$ cat config.mk
export PLATFORM = sky130hd
export DESIGN_NAME = multicycle_control
export DESIGN_NICKNAME = d
export VERILOG_FILES = /design/src/rtl/multicycle_control.sv
export SDC_FILE = /design/constraint.sdc
export NUM_CORES = 1
export LEC_CHECK = 0
export ABC_AREA = 1
export BUFFER_PORTS_ARGS = -buffer_cell sky130_fd_sc_hd__buf_2
export CAP_MARGIN = 40
export CORE_MARGIN = 1
export CORE_UTILIZATION = 55
export CTS_CLUSTER_DIAMETER = 80
export DETAILED_ROUTE_END_ITERATION = 6
export HOLD_SLACK_MARGIN = 0.05
export PLACE_DENSITY_LB_ADDON = 0.15
export SETUP_SLACK_MARGIN = 0.4
export SYNTH_ARGS = -nofsm -noshare
export SYNTH_HDL_FRONTEND = slang
export SYNTH_SLANG_ARGS = --single-unit
$ cat constraint.sdc
create_clock -name clk -period 4.4 [get_ports clk]
set_clock_uncertainty 0.05 [all_clocks]
set_input_delay 0.44 -clock clk [delete_from_list [all_inputs] [get_ports clk]]
set_output_delay 0.44 -clock clk [all_outputs]
set_load 0.1 [all_outputs]
$ cat src/rtl/multicycle_control.sv
// Main control FSM for the multicycle RV32 datapath (lb, sb, add, and, sll, ori, bne).
// Holds the state register, the retired-instruction counter and the sticky illegal flag.
// All datapath controls are decoded combinationally from the current state.
module multicycle_control #(
  parameter int CNT_W = 32
) (
  input  logic             clk,
  input  logic             reset,
  input  logic [6:0]       opcode,
  input  logic             zero,
  input  logic             mem_ready,
  output logic             PCWrite,
  output logic             IRWrite,
  output logic             AdrSrc,
  output logic             MemRead,
  output logic             MemWrite,
  output logic             RegWrite,
  output logic [1:0]       ALUSrcA,
  output logic [1:0]       ALUSrcB,
  output logic [2:0]       ALUOp,
  output logic [1:0]       ResultSrc,
  output logic             illegal,
  output logic [CNT_W-1:0] retired,
  output logic [3:0]       state_dbg
);

  typedef enum logic [3:0] {
    S_FETCH    = 4'd0,
    S_DECODE   = 4'd1,
    S_MEMADDR  = 4'd2,
    S_MEMREAD  = 4'd3,
    S_MEMWB    = 4'd4,
    S_MEMWRITE = 4'd5,
    S_EXEC_R   = 4'd6,
    S_EXEC_I   = 4'd7,
    S_ALUWB    = 4'd8,
    S_BRANCH   = 4'd9,
    S_TRAP     = 4'd15
  } state_t;

  localparam logic [6:0] OP_LOAD   = 7'b0000011;
  localparam logic [6:0] OP_STORE  = 7'b0100011;
  localparam logic [6:0] OP_RTYPE  = 7'b0110011;
  localparam logic [6:0] OP_ITYPE  = 7'b0010011;
  localparam logic [6:0] OP_BRANCH = 7'b1100011;

  state_t state;
  state_t next_state;
  logic   retire;

  assign state_dbg = state;

  // State register, retire counter and sticky illegal flag.
  always_ff @(posedge clk) begin
    // NOTE: non-blocking assignments keep every register sampling pre-edge values.
    if (reset) begin
      state   <= S_FETCH;
      retired <= '0;
      illegal <= 1'b0;
    end else begin
      state <= next_state;
      if (retire) retired <= retired + CNT_W'(1);
      if (next_state == S_TRAP) illegal <= 1'b1;
    end
  end

  // Next-state and control-output decode from the current state.
  always_comb begin
    // NOTE: every output gets a default first so no path can infer a latch.
    next_state = state;
    retire     = 1'b0;
    PCWrite    = 1'b0;
    IRWrite    = 1'b0;
    AdrSrc     = 1'b0;
    MemRead    = 1'b0;
    MemWrite   = 1'b0;
    RegWrite   = 1'b0;
    ALUSrcA    = 2'b00;
    ALUSrcB    = 2'b00;
    ALUOp      = 3'b000;
    ResultSrc  = 2'b00;

    unique case (state)
      S_FETCH: begin
        // PC + 4 is computed in the ALU and loaded as the fetch completes.
        MemRead   = 1'b1;
        ALUSrcB   = 2'b10;
        ResultSrc = 2'b10;
        IRWrite   = mem_ready;
        PCWrite   = mem_ready;
        if (mem_ready) next_state = S_DECODE;
      end
      S_DECODE: begin
        // Branch target (oldPC + imm) is precomputed into ALUOut.
        ALUSrcA = 2'b01;
        ALUSrcB = 2'b01;
        case (opcode)
          OP_LOAD, OP_STORE: next_state = S_MEMADDR;
          OP_RTYPE:          next_state = S_EXEC_R;
          OP_ITYPE:          next_state = S_EXEC_I;
          OP_BRANCH:         next_state = S_BRANCH;
          default:           next_state = S_TRAP;
        endcase
      end
      S_MEMADDR: begin
        ALUSrcA    = 2'b10;
        ALUSrcB    = 2'b01;
        next_state = (opcode == OP_LOAD) ? S_MEMREAD : S_MEMWRITE;
      end
      S_MEMREAD: begin
        MemRead = 1'b1;
        AdrSrc  = 1'b1;
        if (mem_ready) next_state = S_MEMWB;
      end
      S_MEMWB: begin
        RegWrite   = 1'b1;
        ResultSrc  = 2'b01;
        retire     = 1'b1;
        next_state = S_FETCH;
      end
      S_MEMWRITE: begin
        // The write request is held for every wait cycle of the memory.
        MemWrite = 1'b1;
        AdrSrc   = 1'b1;
        if (mem_ready) begin
          retire     = 1'b1;
          next_state = S_FETCH;
        end
      end
      S_EXEC_R: begin
        ALUSrcA    = 2'b10;
        ALUOp      = 3'b010;
        next_state = S_ALUWB;
      end
      S_EXEC_I: begin
        ALUSrcA    = 2'b10;
        ALUSrcB    = 2'b01;
        ALUOp      = 3'b011;
        next_state = S_ALUWB;
      end
      S_ALUWB: begin
        RegWrite   = 1'b1;
        retire     = 1'b1;
        next_state = S_FETCH;
      end
      S_BRANCH: begin
        // bne: compare with a subtract, load the precomputed target when not equal.
        ALUSrcA    = 2'b10;
        ALUOp      = 3'b001;
        PCWrite    = ~zero;
        retire     = 1'b1;
        next_state = S_FETCH;
      end
      S_TRAP: begin
        next_state = S_TRAP;
      end
      default: begin
        next_state = S_FETCH;
      end
    endcase

    // A reset cycle abandons any access in flight.
    if (reset) begin
      PCWrite  = 1'b0;
      IRWrite  = 1'b0;
      MemRead  = 1'b0;
      MemWrite = 1'b0;
      RegWrite = 1'b0;
      retire   = 1'b0;
    end
  end

endmodule

# Word level (Yosys, flattened, before mapping)
# Index checks and enable logic that the tools add are counted.
# Widths: inputs -> output; s select.
[classes]
add_sub_neg = 1
n_mul = 0
div = 0
n_lt_le_gt_ge = 0
eq_ne = 16
shifts = 0
muxes = 24
bitwise = 1
reduce_logical = 9
[ops]
columns = ["cell", "n"]
rows = [
  ["$add 32x1->32 const B", 1],
  ["$pmux 4 s7", 1],
  ["$eq 4x3->1 const B", 4],
  ["$eq 4x4->1 const B", 4],
  ["$pmux 4 s4", 1],
  ["$eq 7x6->1 const B", 2],
  ["$mux 1", 12],
  ["$mux 4", 3],
  ["$pmux 2 s2", 3],
  ["$reduce_or 2->1", 5],
  ["$eq 4x2->1 const B", 2],
  ["$eq 7x2->1 const B", 1],
  ["$eq 7x5->1 const B", 1],
  ["$eq 7x7->1 const B", 1],
  ["$pmux 2 s3", 1],
  ["$reduce_or 3->1", 2],
  ["$eq 4x1->1 const B", 1],
  ["$logic_not 4->1", 1],
  ["$pmux 1 s2", 2],
  ["$reduce_or 4->1", 1],
  ["$mux 3", 1],
  ["$not 1->1", 1],
]
[totals]
regBits = 37
latchBits = 0
ramBits = 0
rom_bits = 0
out_inout_bits = 52
elab_cells = 54
mem_count = 0

# Logic depth before layout (Yosys ltp)
# Gate-level depths: netlist of the first run.
[depth]
word_depth = 5
depth_mapped = 10
depth_no_buf = 10

# Least setup slack after synthesis of the first run
# OpenSTA, ideal clock, no wires.
[synth_path]
path_type = "register to output"
from = "register state[1], in the netlist state_dbg[1]"
to = "output port ALUSrcA[1]"
t_arrival_ns = 4.653
setup_slack_ns = -0.743
stages_incl_launch_ff = 3
path_cell_list = "dfxtp_1 inv_2 o311ai_0"
[synth_via]
elab_chain_len = 3
elab_cells_between_ends = 7
cone_classes = "eq/ne (5); mux (1); reduce/logical (1)"
[synth_rtl]
columns = ["element", "line", "source"]
rows = [
  ["start: declaration", "47", "state_t state;"],
  ["start signal: assignment", "61", "state <= next_state;"],
  ["$eq 4x3->1, or another cell as far along", "83", "unique case (state)"],
  ["$reduce_or 4->1 (no source line)", "-", ""],
  ["$pmux 2 s2 (*)", "83", ""],
  ["end: declaration", "18", "output logic [1:0] ALUSrcA,"],
]
# Mark *: on every way between the ends. The rest lies on a longest branch, timed or not.

# Final worst setup path of the first run
[layout_path]
from = "register state[0], in the netlist state_dbg[0]"
to = "output port PCWrite"
[layout_via]
elab_chain_len = 3
elab_cells_between_ends = 4
cone_classes = "eq/ne (1); mux (2); reduce/logical (1)"
[layout_rtl]
columns = ["element", "line", "source"]
rows = [
  ["$eq 4x4->1 / $logic_not 4->1 (equally long branches)", "83", ""],
  ["$pmux 1 s2 (*)", "83", ""],
  ["$mux 1 (*)", "163", "if (reset) begin"],
  ["end: declaration", "12", "output logic PCWrite,"],
]
# Marks and branches as above.

==> results of run 1 <==
==> logic make-up after synthesis <==
family          Yosys count
other cells               1
buf+inv                  50
simple gates            245
fa+ha+maj                 1
xor+xnor                 10
compound gates           37
flops                    37
==> sequential cells by signal (all words and copies together), names as in the netlist <==
| name | cells |
|---|---|
| retired | 32 |
| illegal | 1 |
| state_dbg | 4 |
==> cell usage after synthesis <==
master and instances:
a211oi_1 1, a21oi_1 22, a21oi_4 1, and3_1 2
buf_2 3, buf_4 1, buf_6 2, clkbuf_1 3
clkinv_1 1, conb_1 1, dfxtp_1 37, ha_1 1
inv_1 36, inv_2 4, nand2_1 104, nand2_2 3
nand2_4 3, nand3_1 14, nand3_2 7, nand4_1 11
nor2_1 77, nor2_2 3, nor2_4 6, nor3_1 10
nor3_2 2, nor3b_2 1, nor4_1 1, o2111ai_1 1
o211ai_1 1, o21ai_0 5, o21ai_1 5, o311ai_0 1
or2_2 1, xnor2_1 1, xor2_1 9
==> final timing paths <==
path                              endpoint  cells past startpoint
setup reg to reg  retired[20]$_SDFFE_PP0P_                      8
hold / removal        illegal$_SDFFE_PP0N_                      2
setup / recovery                   PCWrite                      6
hold reg to reg       illegal$_SDFFE_PP0N_                      2
==> stage by stage <==
stage / setup slack (ns) / cell area, um^2 / instances
6_report: 2.071 / 2803 / 490
5_1_grt: 1.988 / 2803 / 490
4_1_cts: 2.082 / 2803 / 490
3_5_place_dp: 2.396 / 2716 / 483
3_3_place_gp: 2.413 / 2716 / 483
2_1_floorplan: 0.4220 / 2405 / 381
==> worst max-delay path, cell delays in order (launching register included) <==
cell and delay, ns:
dfxtp_1 0.43, nand2_2 0.12, nor2_1 0.12, inv_1 0.07, or2_2 0.28, a21oi_2 0.10, buf_2 0.44
==> per-layer routing <==
| layer | up-vias | routed length [um] | part of all wire [%] | GRT usage [%] |
|---|---|---|---|---|
| li1 | 1325 | - | - | - |
| met1 | 1122 | 2738 | 47 | 37.06 |
| met2 | 80 | 2694 | 46 | 41.54 |
| met3 | 7 | 344 | 5.9 | 5.333 |
| met4 | 0 | 36 | 0.62 | 4.427 |
| met5 | - | 0 | 0 | 0 |
==> area by class of cell <==
type	instances	area (um^2)
Fill cell	397	1284
Sequential cell	37	740.7
Inverter	41	153.9
Tap cell	50	62.56
Multi-Input combinational cell	294	1454
Clock buffer	7	86.33
Timing Repair Buffer	61	305.3
==> report_power, final <==
part           total (mW)  switching, mW  leakage (nW)  internal [mW]
combinational       0.964          0.826         0.897          0.137
clock               0.244          0.120        0.0443          0.124
sequential          0.384         0.0275         0.299          0.357
total                1.59          0.974          1.24          0.619
==> layout by cell type, fill, tap and decap left out, types with 2 or more instances in the layout <==
master	count
nand2_1	104
nor2_1	76
buf_2	61
dfxtp_1	37
inv_1	36
a21oi_1	21
nand3_1	14
nand4_1	11
nor3_1	10
xor2_1	9
nand3_2	7
nor2_4	6
clkbuf_8	6
o21ai_0	5
o21ai_1	5
inv_2	4
nor2_2	4
nand2_2	3
nand2_4	3
and3_1	2
nor3_2	2
==> impl_metrics.tcl, run 1 <==
set metrics [dict create \
    status "finished, final reports clean" \
    yosys_warnings 0 \
    min_path_type "reg -> reg" \
    synth_nets 393 \
    synth_compound_area_share_pct 8.712 \
    drtAntennaViolNets 0 \
    setup_viol 0 \
    crit_fanout 6 \
    ys_ff_latch 37 \
    reg2reg_slack_ns 2.64 \
    synthToLayoutAreaGrowth_pct 16.85 \
    synthesis.area_um2 2399 \
    cts.clk_slew.worst_paths_ns 0.07 \
    place_hpwl_um 4458 \
    cts_sinks 37 \
    yosysTopAreaCellShare_pct 30.88 \
    finalMaxSlewViolations 0 \
    fmaxAchievable_mhz 429.4 \
    cts_buffers 5 \
    htreeDepth 2 \
    tns_ns 0 \
    synth_top_family_by_area "simple AND/OR/NAND/NOR gates" \
    r2r_start "retired[0]$_SDFFE_PP0P_" \
    grt_pass1_wl_um 9294 \
    drive_gt1_share_pct 22.73 \
    ys_top_cells_by_area "dfxtp_1 (31%), nand2_1 (16%), nor2_1 (12%)" \
    vias 2534 \
    cts_tree "built" \
    leakage_nw 1.240 \
    ir_drop_v 0.0008312 \
    cts_max_path_buffers 2 \
    core-area_um2 4086 \
    min_period_over_period_pct 52.92 \
    synth_xor_area_share_pct 3.652 \
    crit_path_end_kind "output port" \
    rows 23 \
    cts-hold-fix-buffers 0 \
    drv_cap 0 \
    grt_pass1_vias 2086 \
    first_pass_iters 6 \
    overflow 0 \
    drt_iter0_markers 203 \
    die_x_um 68.04 \
    utilization_pct 68.59 \
    finalHoldViolations 0 \
    crit_type "reg -> out" \
    fin_nets 452 \
    crit_path_start_kind "flip-flop" \
    worstPathRequired_ns 3.91 \
    synth_simple_gate_area_share_pct 47.31 \
    worstSetupStartpoint "state_dbg[0]$_SDFF_PP0_" \
    max_slew.worst_pin.slew_ns 0.6608 \
    hp-start "illegal$_SDFFE_PP0N_" \
    ys_types 35 \
    relSlewSlack_pct 55.95 \
    io_buffer_count 61 \
    avgSynthCellArea_um2 6.295 \
    power_mw 1.592 \
    die_h_um 68.04 \
    cts_root_buf "clkbuf_8" \
    synth_mux_area_share_pct 0 \
    clk_latency_ns 0.29 \
    diodes 0 \
    wl_per_cell_um 11.86 \
    synth_top_cell_by_area "dfxtp_1" \
    dieArea_um2 4629 \
    avgViaCountPerCell 5.171 \
    ys_seq_area_share_pct 30.88 \
    rsz0062_at_grt "false" \
    whs_ns 0.4060 \
    syn_inst 381 \
    io_pins 63 \
    p_per_area_nw_per_um2 568.2 \
    crit_arrival_ns 1.84 \
    synthAdderAreaFrac_pct 0.5216 \
    cts_resized 0 \
    drc 0 \
    cts_setup_buffers 0 \
    finalCriticalPeriod_ns 2.329 \
    gp_congestion 0.9498 \
    grt_max_degree 35 \
    start_util_pct 58.70 \
    antenna_found_initial 0 \
    routed_wl_um 5813 \
    grtUsageTotal_pct 26.31 \
]
No activity file was read; power rests on OpenSTA's default activity.
==> run 2: changes to the inputs <==
ABC_AREA = 0   (was 1)
CORE_UTILIZATION = 53   (was 55)
clock period = 2.26 ns   (was 4.4 ns; I/O delays follow)
==> impl_metrics.tcl, run 2 <==
set metrics [dict create \
    status "finished, final reports clean" \
    fmaxAchievable_mhz 476.8 \
    dieArea_um2 4808 \
    clk_latency_ns 0.29 \
    ys_ff_latch 37 \
    ys_top_cells_by_area "dfxtp_1 (31%), nor2b_1 (7.0%), mux2_1 (5.6%)" \
    overflow 0 \
    relSlewSlack_pct 52.39 \
    cts_root_buf "clkbuf_8" \
    finalCriticalPeriod_ns 2.097 \
    synth_top_cell_by_area "dfxtp_1" \
    cts.clk_slew.worst_paths_ns 0.08 \
    ir_drop_v 0.001742 \
    die_x_um 69.34 \
    max_slew.worst_pin.slew_ns 0.7045 \
    antenna_found_initial 0 \
    synth_nets 317 \
    regMostFlops "retired" \
    rows 24 \
    netSwitchingFraction_pct 52.62 \
    drv_cap 0 \
    grt_pass1_vias 2407 \
    min_path_type "in -> reg" \
    fin_nets 394 \
    syn_inst 305 \
    vias 2760 \
    htreeDepth 2 \
    yosysTopAreaCellShare_pct 30.82 \
    grt_max_degree 42 \
    routed_wl_um 8224 \
    r2r_start "retired[11]$_SDFFE_PP0P_" \
    final_cell_mix "buf_2 (50), nor2_1 (31), buf_4 (29)" \
    synthMostInstantiatedCell "dfxtp_1" \
    start_util_pct 55.20 \
    wl_per_cell_um 18.91 \
    reg2reg_slack_ns 0.16 \
    crit_arrival_ns 2.22 \
    ys_seq_area_share_pct 30.82 \
    finalMaxSlewViolations 0 \
    cts_tree "built" \
    crit_type "reg -> reg" \
    utilization_pct 86.58 \
    worstPathRequired_ns 2.38 \
    clkPwrFrac_pct 17.2 \
    drtAntennaViolNets 0 \
    drc 0 \
    cts_buffers 5 \
    p_seq_share_pct 18.9 \
    rsz0062_at_grt "true" \
    worst_slack_ns 0.1629 \
    cts-hold-fix-buffers 0 \
    crit_path_start_kind "flip-flop" \
    p_sw_mw 2.119 \
    place_hpwl_um 4128 \
    grt_pass1_wl_um 11100 \
    finalHoldViolations 0 \
    cts_sinks 37 \
    hold-path-cell-count 3 \
    crit_fanout 8 \
    whs_ns 0.2384 \
    final_common_cell "buf_2" \
    internal-power_mw 1.908 \
    die_h_um 69.34 \
    dp_slack_ns 0.1780 \
    p_comb_share_pct 63.9 \
    setup_viol 0 \
    avgSynthCellArea_um2 7.881 \
    async_flop_share_pct 0 \
    synth_edf_count 0 \
    io_buffer_count 61 \
    ys_types 43 \
    diodes 0 \
    critPathCapture "retired[21]$_SDFFE_PP0P_" \
    leakage_nw 1.660 \
    worstSetupStartpoint "retired[11]$_SDFFE_PP0P_" \
    r2r_end "retired[21]$_SDFFE_PP0P_" \
    cts_max_path_buffers 2 \
    first_pass_iters 4 \
    p_per_area_nw_per_um2 1068 \
    drive_gt1_share_pct 53.52 \
    gp_congestion 0.8112 \
    drt_iter0_markers 182 \
    synthToLayoutAreaGrowth_pct 56.85 \
    yosys_warnings 0 \
    min_period_over_period_pct 92.79 \
    io_pins 63 \
    largest_register_ffs 32 \
    grtUsageTotal_pct 28.28 \
    synthesis.area_um2 2404 \
    ys_top_cells_by_count "dfxtp_1 (37), nor2_1 (35), nor2b_1 (27)" \
    reg2reg_depth 5 \
    avgViaCountPerCell 6.345 \
    fill_cells 225 \
    synthFlopType "dfxtp_1" \
    crit_path_end_kind "flip-flop" \
    core-area_um2 4354 \
]
run 2: cell types whose count changed in the layout (fill, tap and decap cells not counted), moves of 13 or more:
cell,change
nor2b_1,+27
dfxtp_1,-32
inv_1,-29
nor4_4,+15
mux2_4,+13
nor2_1,-45
buf_4,+29
dfxtp_4,+22
nand2_1,-89
run 2: final cells by class:
type                       instances  area, um^2  area share, %
multi-input combinational        233        1951          51.74
sequential                        37       835.8          22.17
timing repair buffer              96       747.0          19.81
clock buffer                       5       68.82          1.825
clock inverter                     3       65.06          1.726
tap                               52       65.06          1.726
inverter                           9       37.54         0.9957
run 2: worst min path at each step:
| stage | from | to | slack, ns |
|---|---|---|---|
| after global placement | retired[5]$_SDFFE_PP0P_ | retired[5]$_SDFFE_PP0P_ | 0.44 |
| final | opcode[6] | state_dbg[2]$_SDFF_PP0_ | 0.24 |
| after detailed placement | retired[1]$_SDFFE_PP0P_ | retired[1]$_SDFFE_PP0P_ | 0.45 |
| after CTS | opcode[6] | state_dbg[2]$_SDFF_PP0_ | 0.23 |
| after global routing | opcode[6] | state_dbg[2]$_SDFF_PP0_ | 0.24 |
| after floorplan | opcode[6] | state_dbg[2]$_SDFF_PP0_ | 0.37 |
run 2: logic make-up (layout without fill, tap and decap cells):
logic type                 Yosys count  after routing  synth area share [%]
AOI/OAI and AO/OA                   42             42                 10.46
xor gates and xnor gates             2              2                0.7289
adders and majority gates            1              1                0.5205
buffers and inverters               35            113                 6.039
DFF                                 37             37                 30.82
muxes                               23             23                 10.78
other                                1              1                0.1560
and+or+nand+nor                    164            164                 40.50
run 2: repair_timing:
action / CTS / global route
resized for setup: 28 / 35
pin swaps: 3 / 13
endpoints found under the setup margin: 26 / 29
gates cloned: 1 / 2
setup buffers: 15 / 8
run 2: critical path, cell delays in order, from the launching register on:
cell and delay [ns]:
dfxtp_4 0.39, nand4_1 0.17, or4_4 0.59, buf_12 0.19
nor4b_4 0.26, mux2_4 0.34
run 2: power by group through the flow:
stage          Combinational (mW)  Sequential, mW  Clock, mW
3_5_place_dp                 1.97           0.824          0
2_1_floorplan                1.54           0.990          0
4_1_cts                      2.22           0.754      0.692
5_1_grt                      2.66           0.769      0.722
3_3_place_gp                 1.96           0.824          0
6_report                     2.57           0.761      0.692
run 2: routing by layer:
layer  part of all wire, %  global-route usage, %  up-vias
met5                     0                      0        -
met4                   3.8                  12.70        0
met3                   6.0                  4.070       34
met2                    52                  50.27      136
met1                    38                  33.45     1328
li1                      -                      -     1262
run 2: stage by stage:
stage	cells	power [mW]	cell area, um^2	TNS (ns)
6_report	435	4.027	3770	0
5_1_grt	435	4.154	3770	0
4_1_cts	425	3.670	3505	0
3_5_place_dp	401	2.798	3100	0
3_3_place_gp	401	2.785	3100	0
2_1_floorplan	305	2.533	2776	-0.7184
